**src/rtl/password_pkg.sv**
```systemverilog
// password_pkg: shared state encoding, digit geometry and digit selection for the password sender.
package password_pkg;

    localparam int DIGIT_W    = 4;
    localparam int NUM_DIGITS = 4;

    typedef enum logic [2:0] {S_IDLE, S_DRIVE, S_GAP, S_WAIT, S_COOL, S_DONE, S_FAIL} state_t;

    function automatic logic [DIGIT_W-1:0] digit(input logic [NUM_DIGITS*DIGIT_W-1:0] c, input logic [1:0] i);
        return c[i*DIGIT_W +: DIGIT_W];
    endfunction

endpackage

```
**src/rtl/sender_timer.sv**
```systemverilog
// sender_timer: loadable down-counter that parks at zero and flags it.
module sender_timer #(
    parameter int W = 5
) (
    input  logic         clock,
    input  logic         rst,
    input  logic         load,
    input  logic [W-1:0] load_val,
    output logic         zero
);

    logic [W-1:0] count;

    always_ff @(posedge clock or negedge rst)
        if (!rst)
            count <= '0;
        else if (load)
            count <= load_val;
        else if (count != '0)
            count <= count - 1'b1;

    assign zero = count == '0;

endmodule

```
**src/rtl/password_sender.sv**
```systemverilog
// password_sender: strobes a four-digit BCD code into a lock, waits for admission and retries on timeout.
module password_sender
    import password_pkg::*;
#(
    parameter int HOLD    = 2,
    parameter int GAP     = 2,
    parameter int TIMEOUT = 16,
    parameter int COOL    = 16,
    parameter int RETRIES = 3
) (
    input  logic                          clock,
    input  logic                          rst,
    input  logic                          start,
    input  logic [NUM_DIGITS*DIGIT_W-1:0] code,
    input  logic                          admitted,
    output logic [NUM_DIGITS-1:0]         enable,
    output logic [DIGIT_W-1:0]            enteredPassword,
    output logic                          busy,
    output logic                          done,
    output logic                          fail,
    output logic [1:0]                    attempt
);

    localparam int M1    = HOLD > GAP ? HOLD : GAP;
    localparam int M2    = TIMEOUT > COOL ? TIMEOUT : COOL;
    localparam int MAX_T = M1 > M2 ? M1 : M2;
    localparam int CW    = $clog2(MAX_T + 1);

    state_t                        state, nxt;
    logic [NUM_DIGITS*DIGIT_W-1:0] code_q, code_n;
    logic [1:0]                    idx, idx_n, attempt_n;
    logic                          zero, load, retry;
    logic [CW-1:0]                 load_val;

    assign retry = int'(attempt) < RETRIES - 1;

    always_comb begin
        nxt       = state;
        idx_n     = idx;
        attempt_n = attempt;
        code_n    = code_q;
        case (state)
            S_IDLE: if (start) begin
                nxt       = S_DRIVE;
                idx_n     = '0;
                attempt_n = '0;
                code_n    = code;
            end
            S_DRIVE: if (zero) nxt = S_GAP;
            S_GAP: if (zero) begin
                nxt   = idx == 2'd3 ? S_WAIT : S_DRIVE;
                idx_n = idx == 2'd3 ? idx : idx + 2'd1;
            end
            // admission is checked before expiry so a last-cycle acknowledge still succeeds
            S_WAIT: if (admitted) nxt = S_DONE;
                    else if (zero) begin
                        nxt       = retry ? S_COOL : S_FAIL;
                        attempt_n = retry ? attempt + 2'd1 : attempt;
                    end
            S_COOL: if (zero) begin
                nxt   = S_DRIVE;
                idx_n = '0;
            end
            default: nxt = S_IDLE;
        endcase
        load     = nxt != state;
        load_val = nxt == S_DRIVE ? CW'(HOLD - 1) :
                   nxt == S_GAP   ? CW'(GAP - 1) :
                   nxt == S_WAIT  ? CW'(TIMEOUT - 1) :
                   nxt == S_COOL  ? CW'(COOL - 1) : '0;
    end

    sender_timer #(.W(CW)) u_timer (
        .clock   (clock),
        .rst     (rst),
        .load    (load),
        .load_val(load_val),
        .zero    (zero)
    );

    always_ff @(posedge clock or negedge rst)
        if (!rst) begin
            state           <= S_IDLE;
            code_q          <= '0;
            idx             <= '0;
            attempt         <= '0;
            enable          <= '0;
            enteredPassword <= '0;
            busy            <= 1'b0;
            done            <= 1'b0;
            fail            <= 1'b0;
        end else begin
            state           <= nxt;
            code_q          <= code_n;
            idx             <= idx_n;
            attempt         <= attempt_n;
            enable          <= nxt == S_DRIVE ? NUM_DIGITS'(1) << idx_n : '0;
            enteredPassword <= (nxt == S_DRIVE || nxt == S_GAP) ? digit(code_n, idx_n) : '0;
            busy            <= nxt != S_IDLE;
            done            <= nxt == S_DONE;
            fail            <= nxt == S_FAIL;
        end

endmodule

```
**config.mk**
```make
export PLATFORM = sky130hd
export DESIGN_NAME = password_sender
export DESIGN_NICKNAME = d
export VERILOG_FILES = /design/src/rtl/password_pkg.sv /design/src/rtl/sender_timer.sv /design/src/rtl/password_sender.sv
export SDC_FILE = /design/constraint.sdc
export NUM_CORES = 1
export LEC_CHECK = 0
export CORE_ASPECT_RATIO = 1.2
export CORE_UTILIZATION = 50
export CTS_BUF_LIST = sky130_fd_sc_hd__clkbuf_8 sky130_fd_sc_hd__clkbuf_16
export CTS_CLUSTER_SIZE = 8
export DETAILED_ROUTE_END_ITERATION = 6
export GPL_ROUTABILITY_DRIVEN = 0
export PLACE_DENSITY_LB_ADDON = 0.25
export SYNTH_ARGS = -nofsm -noshare
export SYNTH_HDL_FRONTEND = slang
export SYNTH_HIERARCHICAL = 1
export SYNTH_SLANG_ARGS = --single-unit
export TNS_END_PERCENT = 5
```
**constraint.sdc**
```tcl
create_clock -name clock -period 3 [get_ports clock]
set_input_delay 0.45 -clock clock [delete_from_list [all_inputs] [get_ports clock]]
set_output_delay 0.45 -clock clock [all_outputs]
set_load 0.02 [all_outputs]
```
[Word-level counts from Yosys, hierarchy flattened]
Index checks and enable logic that the tools add are counted.
Storage, ports and cells
  logic and storage cells: 69
  bits in registers: 39
  bits of input ports: 20
  output and inout port bits: 13
Cells by class
  add/sub/neg operators: 3
  shift-type cells: 2
  reductions and logical operators: 8
  equality and inequality tests: 16
  muxes and demuxes: 29
  order comparisons: 1
Operators with widths (number)
  16-bit two-way mux: 2
  4-bit two-way mux: 6
  2-bit two-way mux: 10
  3-bit two-way mux: 6
  16-bit by 5-bit indexed part select with 4-bit output: 1
  3-bit case mux with 5 select lines: 1
  3-bit by 2-bit equality test with 1-bit output (second input constant): 4
  3-bit equality test (second input constant): 4
  5-bit two-way mux: 2
  3-bit by 1-bit equality test with 1-bit output (second input constant): 2
  2-bit inequality test (second input constant): 3
  2-bit case mux with 3 select lines: 1
  5-bit logical NOT: 1
  5-bit AND reduction: 1
  5-bit nonzero test: 1
  5-bit by 1-bit subtractor with 5-bit output (second input constant): 1
  2-bit by 1-bit adder with 2-bit output (second input constant): 2
  2-bit case mux with 2 select lines: 1
  2-bit nonzero test: 2
  1-bit by 2-bit << shifter with 4-bit output (first input constant): 1
  3-bit logical NOT: 1
  3-bit inequality test: 1
  3-bit nonzero test: 1
  2-bit equality test (second input constant): 1
  other kinds (3): 3

[Logic depth before layout (Yosys ltp)]
Gate-level depths: netlist of the first run.
  word-level depth: 11
  gate-level depth with buffers: 11
  depth with buffers taken out: 10

[Modules after synthesis]
Netlist of the first run, hierarchy kept.
By module, submodules not included
  password_sender: cells each 151, area an instance 1759.2 µm², times used 1
  sender_timer: cells each 27, area an instance 279.0 µm², times used 1

[Worst setup path after synthesis of the first run]
Ideal clock, no wire load.
  kind: register -> register
  start point: reg u_timer.count[0]
  end point: reg enteredPassword[0]
  slack: 0.589 ns
  required time: 2.913 ns
  arrival: 2.324 ns
  stages on the path, launching flop included: 10
  clock period less this slack: 2.411 ns
  cell sequence: dfrtp_1 -> inv_1 -> ha_1 -> nor4b_4 -> mux2i_1 -> o221a_4 -> nor2_2 -> inv_2 -> or3_1 -> a22oi_1
Between the ends
  elaborated cells between the ends (all ways): 15
  those cells by class: eq/ne: 2; shift: 1; mux: 10; reduce/logical: 2
RTL lines
  start, declared: line sender_timer.sv:12  | logic [W-1:0] count;
  start signal, assigned: line sender_timer.sv:18  | count <= load_val;
  start signal, assigned: line sender_timer.sv:20  | count <= count - 1'b1;
  5-bit logical NOT (*): line sender_timer.sv:22  | assign zero = count == '0;
  named net zero: line password_sender.sv:32  | logic zero, load, retry;
  2-bit two-way mux, on equally long branches: line password_sender.sv:60, password_sender.sv:50
  2-bit case mux with 3 select lines (*): line password_sender.sv:42  | case (state)
  named net idx_n[0]: line password_sender.sv:31  | logic [1:0] idx, idx_n, attempt_n;
  16-bit by 5-bit indexed part select with 4-bit output (*): line password_pkg.sv:10  | return c[i*DIGIT_W +: DIGIT_W];
  4-bit two-way mux (*): line password_sender.sv:98  | enteredPassword <= (nxt == S_DRIVE || nxt == S_GAP) ? digit(code_n, idx_n) : '0;
  end signal, assigned: line password_sender.sv:98
  end, declared: line password_sender.sv:17  | output logic [DIGIT_W-1:0] enteredPassword,
The timed path passes the listed nets; every way through them passes the cells marked *.
A chain may end at the register's enable or synchronous reset.

[Worst setup path in the final report of the first run]
  start point: reg u_timer.count[0]
  end point: reg enteredPassword[3]
Between the ends
  longest elaborated chain between the ends: 7
  elaborated cells between the ends (all ways): 15
  those cells by class: eq/ne: 2; shift: 1; mux: 10; reduce/logical: 2
Ends and longest elaborated chain (line)
  5-bit logical NOT (*): sender_timer.sv:22
  named net zero: password_sender.sv:32
  parallel branches: the longest is 5 deep, another holds 16-bit by 5-bit indexed part select with 4-bit output
  4-bit two-way mux (*): password_sender.sv:98
Mark *: on every way through the listed nets, which the timed path passes.

==> metrics.txt, run 1 <==
Sum Neg Setup Slack=0 ns; Post-synth EDFFs=0; Die H=approximately 72 um; CTS hold repair buffers=0; largest net degree at the start of global routing=40; PostCTS Resize Cnt=0; power consumption=2.72 mW; # port buffers=32; CTS Buf Count=5; ys async rst share=100%; synth warn=6; layout cells sized above 1=21.4%; minimum clock period=2.49 ns; top_reg_cell synth=dfrtp_1; worst-case clock buffer depth=2; Final Hold Fails=0; die area=roughly 0.0043 sq mm; fmax=between 400 and 500 MHz; hpwl dp=a little over 3000 um; Rel. slew slack=a little over two fifths; remaining global-route overflow=0; register bit total from synthesis=39; initial antenna violation count=0; Distinct cells, synth=52; R2R cell count=8; syn_area_per_cell=approximately 11 sq um; RSZ-0062 raised after global routing=false; Antenna Nets Post-Route=0; CP arrival=approximately 2.7 ns; Power Density=approximately 1100 mW/mm^2; clock-pin slew on the worst setup and hold paths=0.08 ns; die width=around 60 um; Lkg Pwr=1.07 nW; vias per cell=5.54; Clock Skews=between 0.009 and 0.01 ns; worst hold margin=0.266 ns; synthesized instance count=roughly 180; H-tree Lvls=2; Cell Rows=25; Synth Cell Area=just over 0.002 sq mm; post-DR wirelength/cell=15.4 um; Critical Path RT=around 3.2 ns; Post-CTS Setup Bufs=0; I/O pins=33; max cap viols=0; CP Max Fanout=5; Routed WL=approximately 4100 um; Setup Crit Path Kind=reg2reg; period utilization=between 80% and 90%; first-pass GRT wire length=~6800 um; GRT Util Overall=between 20% and 30%; sequential area share after synthesis=around 48%; n_diodes=0; Vias=roughly 1,500; Worst Max-Slew Pin Slew=about 0.85 ns; CTS tree=done; CP Launch Type=flop; Initial Util=~52%; Worst-Skew Late Latency=between 0.2 and 0.3 ns; First-pass DRT Iterations=6; Post-Syn Nets=a little under 200; crit end category=flop; worst vdd ir=around 490 uV; final slew viol count=0; Hold Path Class=in2async; first-iteration detailed-routing DRC count=53; area growth from synthesis to layout=23.4%; status=finished clean; CORE AREA=0.00391 sq mm; CTS Sinks=39; drt drc=0; vias in the first global route=~1,500; Setup-failing EPs final=0; root buffer cell=clkbuf_8; fillers=318; fin nets=around 240
## final cells by class
type | instances | area, sq um | area share, %
tap | 54 | 67.6 | 2.69
multi-input combinational | 124 | 978 | 38.9
clock inverter | 2 | 35.0 | 1.39
sequential | 39 | 976 | 38.8
inverter | 8 | 30.0 | 1.19
clock buffer | 6 | 82.6 | 3.28
timing repair buffer | 36 | 345 | 13.7
## logic make-up (layout without fill, tap and decap cells)
logic type                 Yosys count  after routing  share of synthesized area [%]
AOI/OAI and AO/OA                   38             38                           14.2
buffers and inverters               15             52                           4.11
DFF                                 39             39                           47.9
other                                1              1                          0.184
adders and majority gates            1              1                          0.614
xor gates and xnor gates             4              4                           1.72
and+or+nand+nor                     58             58                           17.6
muxes                               22             22                           13.6
## metrics by stage
stage / setup WS [ns] / util, % / area [sq um] / instances
6_report: 0.514 / 64.3 / 2510 / 269
4_1_cts: 0.534 / 64.3 / 2510 / 269
3_5_place_dp: 0.578 / 61.3 / 2400 / 261
3_3_place_gp: 0.644 / 61.3 / 2400 / 261
5_1_grt: 0.268 / 64.3 / 2510 / 269
2_1_floorplan: 0.589 / - / 2040 / 178
## flip-flops by register name (all words and copies together), names as in the netlist
name / cells
attempt: 2
busy: 1
code_q: 16
done: 1
enable: 4
enteredPassword: 4
fail: 1
idx: 2
state: 3
u_timer/count: 5
## cell usage after synthesis (3+ instances only)
master | instances | area [sq um]
mux2_2 | 9 | 101
or3_1 | 8 | 50.1
o22a_1 | 3 | 26.3
a22oi_1 | 3 | 22.5
mux2i_1 | 3 | 30.0
xnor2_1 | 4 | 35.0
nor3_1 | 16 | 80.1
dfrtp_1 | 39 | 976
inv_1 | 6 | 22.5
nor2_1 | 7 | 26.3
o31ai_1 | 4 | 30.0
a21oi_1 | 10 | 50.1
nand2_1 | 10 | 37.5
mux2_4 | 9 | 135
## critical path, stage by stage (launching register included)
cell,delay (ns)
dfrtp_1,0.39
inv_1,0.09
ha_1,0.22
nor4b_4,0.31
nor4bb_2,0.49
a21o_2,0.24
nand2_1,0.12
or3_1,0.39
a22oi_1,0.16
## per-layer routing
metal	GRT usage [%]	wire length, um	vias up
met5	0	0	-
met1	26.7	1760	726
met4	7.75	53	0
met3	4.46	157	6
li1	-	-	715
met2	35.9	2170	43
## power by group
part	internal (mW)	total, mW	switching [mW]
clock network	0.269	0.444	0.175
registers	0.745	0.899	0.153
logic	0.671	1.38	0.710
total	1.69	2.72	1.04
## final timing paths
check	startpoint	to	slack, ns
setup reg to reg	u_timer/count[0]	enteredPassword[3]	0.51
setup / recovery	u_timer/count[0]	enteredPassword[3]	0.51
hold / removal	rst	enable[2]	0.27
hold reg to reg	code_q[7]	code_q[7]	0.50
min in group clock	code_q[7]	code_q[7]	0.50
max in group asynchronous	rst	code_q[14]	2.20
## cells in the final DEF, fill, tap and decap left out, types with 3 or more instances in the layout
master,instances
mux2_2,9
nor3_1,16
mux2_4,9
xnor2_1,4
clkdlybuf4s50_1,31
a22oi_1,3
nand2_1,10
or3_1,8
buf_4,4
dfrtp_1,39
mux2i_1,3
a21oi_1,10
inv_1,6
o22a_1,3
clkbuf_8,6
o31ai_1,4
nor2_1,7
(Power assumes the default switching activity.)
==> run 2, diff against run 1 <==
CORE_UTILIZATION = 48   (was 50)
clock period = 2.18 ns   (was 3 ns; I/O delays follow)
==> run 2 against run 1 <==
The flow now finishes with violations (setup timing). Die area increased by 4.0%. Cell area grew 12%. Clock skew shrank 0.0077 ns. Core utilization up 6.1 points. First-iteration DRC count rose by 94%. Critical path depth rose by 1. Non-clock buffer count grew 23. Flip-flop and latch count stayed put. Routed wire length up 16%. Register-to-register slack got worse by 0.55 ns. Count of clock-buffer cells in the layout decreased by 1. Clock power increased by 2%.
==> metrics.txt, run 2 (synthesis gave the netlist of run 1 again) <==
GRT Util Overall=22.2% (was 21.4%); hpwl dp=3260 um (was 3090 um); final slew viol count=0 (unchanged); CP Launch Type=flop (unchanged); layout cells sized above 1=36.6% (was 21.4%); Die H=73.4 um (was 71.9 um); Crit path max-delay family=simple AND/OR/NAND/NOR gates (unchanged); Clock Skews=0.00190 ns (was 0.00960 ns); # port buffers=32 (unchanged); worst-case clock buffer depth=2 (unchanged); n_diodes=0 (unchanged); period utilization=102% (was 82.9%); PnR worst setup slack=-0.0370 ns (was 0.514 ns); fin nets=258 (was 235); crit-path cells=inv_2 -> ha_4 -> nor4b_4 -> buf_4 -> nor4bb_4 -> mux2_4 -> nor3_1 -> or3_1 -> a22oi_2 (was inv_1 -> ha_1 -> nor4b_4 -> nor4bb_2 -> a21o_2 -> nand2_1 -> or3_1 -> a22oi_1); CORE AREA=0.00400 sq mm (was 0.00391 sq mm); Worst path max stage delay=0.39 ns (was 0.49 ns); max cap viols=0 (unchanged); I/O pins=33 (unchanged); post-DR wirelength/cell=16.4 um (was 15.4 um); area growth from synthesis to layout=38.4% (was 23.4%); vias per cell=5.53 (was 5.54); biggest regs=code_q: 16 flops, u_timer/count: 5 flops (unchanged); Worst-Skew Late Latency=0.29 ns (about the same); CTS Sinks=39 (unchanged); first-iteration detailed-routing DRC count=103 (was 53); Setup Crit Path Kind=reg2reg (unchanged); most common cell after layout, fill and taps aside=dfrtp_1 (unchanged); Final Hold Fails=0 (unchanged); area of the multi-input gates=0.00113 sq mm (was 978 sq um); Rel. slew slack=42.9% (was 43.3%); Power Density=1490 mW/mm^2 (was 1080 mW/mm^2); fillers=311 (was 318); Antenna Nets Post-Route=0 (unchanged); largest net degree at the start of global routing=40 (unchanged); max FFs per register=16 (unchanged); CTS Buf Count=5 (unchanged); worst hold margin=0.140 ns (was 0.266 ns); crit end category=flop (unchanged); First-pass DRT Iterations=4 (was 6); status=finished, violations left (was finished clean); Sequential Area=976 sq um (unchanged); H-tree Lvls=2 (unchanged); CP arrival=2.43 ns (was 2.69 ns); Hold Path Class=in2async (unchanged); RSZ-0062 raised after global routing=true (was false); die area=0.00451 sq mm (was 0.00434 sq mm); pre-CTS setup slack=-0.146 ns (was 0.578 ns); clock-pin slew on the worst setup and hold paths=0.07 ns (was 0.08 ns); most frequent cells in the layout=dfrtp_1, clkdlybuf4s50_1, buf_4 (was dfrtp_1, clkdlybuf4s50_1, nor3_1); root buffer cell=clkbuf_8 (unchanged); Cell Rows=25 (unchanged); Initial Util=50.9% (was 52.1%); vias in the first global route=1,626 (was 1,458); first-pass GRT wire length=7210 um (was 6830 um); minimum clock period=2.22 ns (was 2.49 ns); CTS tree=done (unchanged); Buf+Inv Stages, Crit Path=2 (was 1); Critical Path RT=2.39 ns (was 3.21 ns); worst vdd ir=887 uV (was 491 uV); fmax=451 MHz (was 402 MHz); Setup-failing EPs final=4 (was 0); Lkg Pwr=1.21 nW (was 1.07 nW); die width=61.5 um (was 60.3 um); Routed WL=4790 um (was 4140 um); drt drc=0 (unchanged); failing checks=setup timing; Vias=1,616 (was 1,490); Largest Register=code_q (unchanged); Worst Max-Slew Pin Slew=0.856 ns (was 0.851 ns); CP Max Fanout=6 (was 5); initial antenna violation count=0 (unchanged); Max stage delay cell, worst path=dfrtp_1 (was nor4bb_2); remaining global-route overflow=0 (unchanged); CTS hold repair buffers=0 (unchanged)
run 2: routing by layer:
metal	GRT usage (%)	routed length [um]
met5	0	0
met4	12.8	136
met3	6.16	177
met2	38.5	2630
met1	23.3	1850
run 2: layout make-up:
type / instances / area share [%]
clock inverters: 3 / 0.444
inverters: 8 / 1.06
multi-input cells: 124 / 40.1
clock buffers: 5 / 2.44
flip-flops and latches: 39 / 34.6
well taps: 54 / 2.40
repair buffers: 59 / 18.9
run 2: metrics by stage:
stage               utilization [%]  power [mW]  setup TNS [ns]  cell area (sq um)  instances
floorplan                         -        2.72          -0.161               2080        178
global placement               63.1        3.22          -0.161               2530        274
detailed placement             63.1        3.32          -0.980               2530        274
CTS                            67.0        3.92       -0.000975               2680        286
global route                   70.4        4.48          -0.948               2820        292
finish                         70.4        4.21         -0.0992               2820        292
run 2: where the power goes:
group	switching [mW]	internal, mW
Combinational	1.23	1.30
Sequential	0.207	1.03
Clock	0.240	0.215
run 2: worst paths after layout:
kind | start | cells past startpoint | to | slack (ns)
max | u_timer/count[0] | 9 | enteredPassword[3] | -0.04
min | rst | 1 | code_q[4] | 0.14
max reg2reg | u_timer/count[0] | 9 | enteredPassword[3] | -0.04
min reg2reg | code_q[11] | 1 | code_q[11] | 0.50
max in group asynchronous | rst | 1 | state[1] | 1.50
min in group clock | code_q[11] | 1 | code_q[11] | 0.50
run 2: what timing repair did:
| item | CTS | global route |
|---|---|---|
| pin swaps | 5 | 8 |
| resized for setup | 7 | 16 |
| hold endpoints to repair | 0 | 0 |
| setup buffers | 4 | 6 |
| endpoints found under the setup margin | 12 | 12 |
==> run 3, diff against run 2 <==
REMOVE_ABC_BUFFERS = 1   (was default)
==> run 3 against run 2 <==
The run still ends with setup timing left. Die area stayed put. Worst setup slack worse by 0.053 ns. Cell area is 0.62% higher. Flip-flop and latch count is the same. Final cell count unchanged. Sequential share of layout area fell by 0.21 points. Register-to-register slack got worse by 0.05 ns. Largest power group unchanged. Non-clock buffer count is the same.
==> metrics.txt, run 3 (synthesis gave the netlist of run 1 again) <==
status=finished, violations left (unchanged); failing checks=setup timing (unchanged); Worst path max stage delay=0.42 ns (was 0.39 ns); fin nets=258 (unchanged); area of the multi-input gates=0.00112 sq mm (was 0.00113 sq mm); pre-CTS setup slack=-0.204 ns (was -0.146 ns); met3 wire length=162 um (was 177 um); Die H=73.4 um (unchanged); placed insts=276 (was 274); vias in the first global route=1,679 (was 1,626); period utilization=104% (was 102%); CP arrival=2.48 ns (was 2.43 ns); CTS hold repair buffers=0 (unchanged); largest net degree at the start of global routing=40 (unchanged); Clock Skews=0.00953 ns (was 0.00190 ns); biggest regs=code_q: 16 flops, u_timer/count: 5 flops (unchanged); Vias=1,588 (was 1,616); Worst-Skew Late Latency=0.29 ns (about the same); CTS Sinks=39 (unchanged); routed wl met2=2610 um (was 2630 um); Routed WL=4610 um (was 4790 um); fillers=299 (was 311); Final Hold Fails=0 (unchanged); post-DR wirelength/cell=15.8 um (was 16.4 um); CORE AREA=0.00400 sq mm (unchanged); GRT Util Overall=22.9% (was 22.2%); Rel. slew slack=42.4% (was 42.9%); Setup-failing EPs final=7 (was 4); worst-case clock buffer depth=2 (unchanged); Cell Rows=25 (unchanged); Setup Crit Path Kind=reg2reg (unchanged); final cell count without fillers=292 (unchanged); vias per cell=5.44 (was 5.53); Max stage delay cell, worst path=or3_1 (was dfrtp_1); H-tree Lvls=2 (unchanged); most common cell after layout, fill and taps aside=dfrtp_1 (unchanged); remaining global-route overflow=0 (unchanged); First-pass DRT Iterations=4 (unchanged); CP Launch Type=flop (unchanged); root buffer cell=clkbuf_8 (unchanged); fmax=441 MHz (was 451 MHz); Antenna Nets Post-Route=0 (unchanged); initial antenna violation count=0 (unchanged); CTS Buf Count=5 (unchanged); Power Density=1520 mW/mm^2 (was 1490 mW/mm^2); crit end category=flop (unchanged); drt drc=0 (unchanged); RSZ-0062 raised after global routing=true (unchanged); crit-path cells=inv_2 -> ha_4 -> nor4b_4 -> nor4bb_4 -> mux2_4 -> nor2_4 -> or3_1 -> a22oi_2 (was inv_2 -> ha_4 -> nor4b_4 -> buf_4 -> nor4bb_4 -> mux2_4 -> nor3_1 -> or3_1 -> a22oi_2); area growth from synthesis to layout=39.2% (was 38.4%); Worst Max-Slew Pin Slew=0.864 ns (was 0.856 ns); Metal-1 WL=1740 um (was 1850 um); Critical Path RT=2.39 ns (about the same); Hold Path Class=in2async (unchanged); Max Used Layer=met4 (unchanged); PnR worst setup slack=-0.0897 ns (was -0.0370 ns); most frequent cells in the layout=dfrtp_1, clkdlybuf4s50_1, buf_4 (unchanged); clock-pin slew on the worst setup and hold paths=0.08 ns (was 0.07 ns); max FFs per register=16 (unchanged); CTS tree=done (unchanged); Sum Neg Setup Slack=-0.315 ns (was -0.0992 ns); # port buffers=32 (unchanged); hpwl dp=3090 um (was 3260 um); layout cells sized above 1=38.7% (was 36.6%); worst vdd ir=830 uV (was 887 uV); first-pass GRT wire length=7490 um (was 7210 um); Initial Util=50.9% (unchanged); n_diodes=0 (unchanged); Lkg Pwr=1.22 nW (was 1.21 nW); CP Max Fanout=5 (was 6); minimum clock period=2.27 ns (was 2.22 ns); max cap viols=0 (unchanged); first-iteration detailed-routing DRC count=54 (was 103); die area=0.00451 sq mm (unchanged); Largest Register=code_q (unchanged); final slew viol count=0 (unchanged); Sequential Area=976 sq um (unchanged); power consumption=4.31 mW (was 4.21 mW); I/O pins=33 (unchanged); die width=61.5 um (unchanged)
-- run 3: changes by cell type in the layout (fill, tap and decap cells not counted), sizes merged --
cell,previous run,this run
bufinv,0,1
clkbuf,5,6
clkinv,2,1
inv,9,8
-- run 3: critical path, delay by kind of cell, from the launching register on --
family          cells  cell delay [ns]
compound gates      1             0.17
mux                 1             0.25
buf+inv             1             0.09
fa+ha+maj           1             0.13
flops               1             0.40
simple gates        4             1.13
-- run 3: through the flow --
stage,util [%],area [sq um],hold slack [ns]
floorplan,-,1980,0.0314
global placement,62.7,2510,0.459
detailed placement,62.7,2510,0.485
finish,70.9,2840,0.148
global route,70.9,2840,0.211
CTS,68.5,2740,0.172
-- run 3: path summary, 6_finish.rpt --
path | start | to | slack [ns] | depth (start not counted)
worst min-delay path | rst | enable[1] | 0.15 | 1
worst max-delay path | u_timer/count[1] | enteredPassword[1] | -0.09 | 8
worst min register to register | code_q[10] | code_q[10] | 0.50 | 1
worst max register to register | u_timer/count[1] | enteredPassword[1] | -0.09 | 8
max in group asynchronous | rst | fail | 1.49 | 1
min in group clock | code_q[10] | code_q[10] | 0.50 | 1
-- run 3: power by group --
| part | switching (mW) | total, mW | internal [mW] |
|---|---|---|---|
| Clock | 0.245 | 0.615 | 0.370 |
| Sequential | 0.219 | 1.24 | 1.03 |
| Combinational | 1.17 | 2.45 | 1.28 |
| Total | 1.63 | 4.31 | 2.67 |
-- run 3: layer usage --
| metal | up-vias | global-route usage, % |
|---|---|---|
| met5 | - | 0 |
| met4 | 0 | 9.38 |
| li1 | 760 | - |
| met3 | 10 | 5.63 |
| met1 | 778 | 24.2 |
| met2 | 40 | 41.8 |
-- run 3: layout make-up --
cell class | instances | share of cell area (%)
Clock buffer | 6 | 2.91
Clock inverter | 2 | 1.23
Inverter | 8 | 1.06
Multi-Input combinational cell | 124 | 39.6
Sequential cell | 39 | 34.4
Tap cell | 54 | 2.38
Timing Repair Buffer | 59 | 18.4
-- run 3: repair_timing --
action / CTS / global route
pin swaps: 5 / 8
buffers inserted: 5 / 4
gates cloned: 0 / 0
endpoints found under the setup margin: 12 / 13
resized for setup: 14 / 17
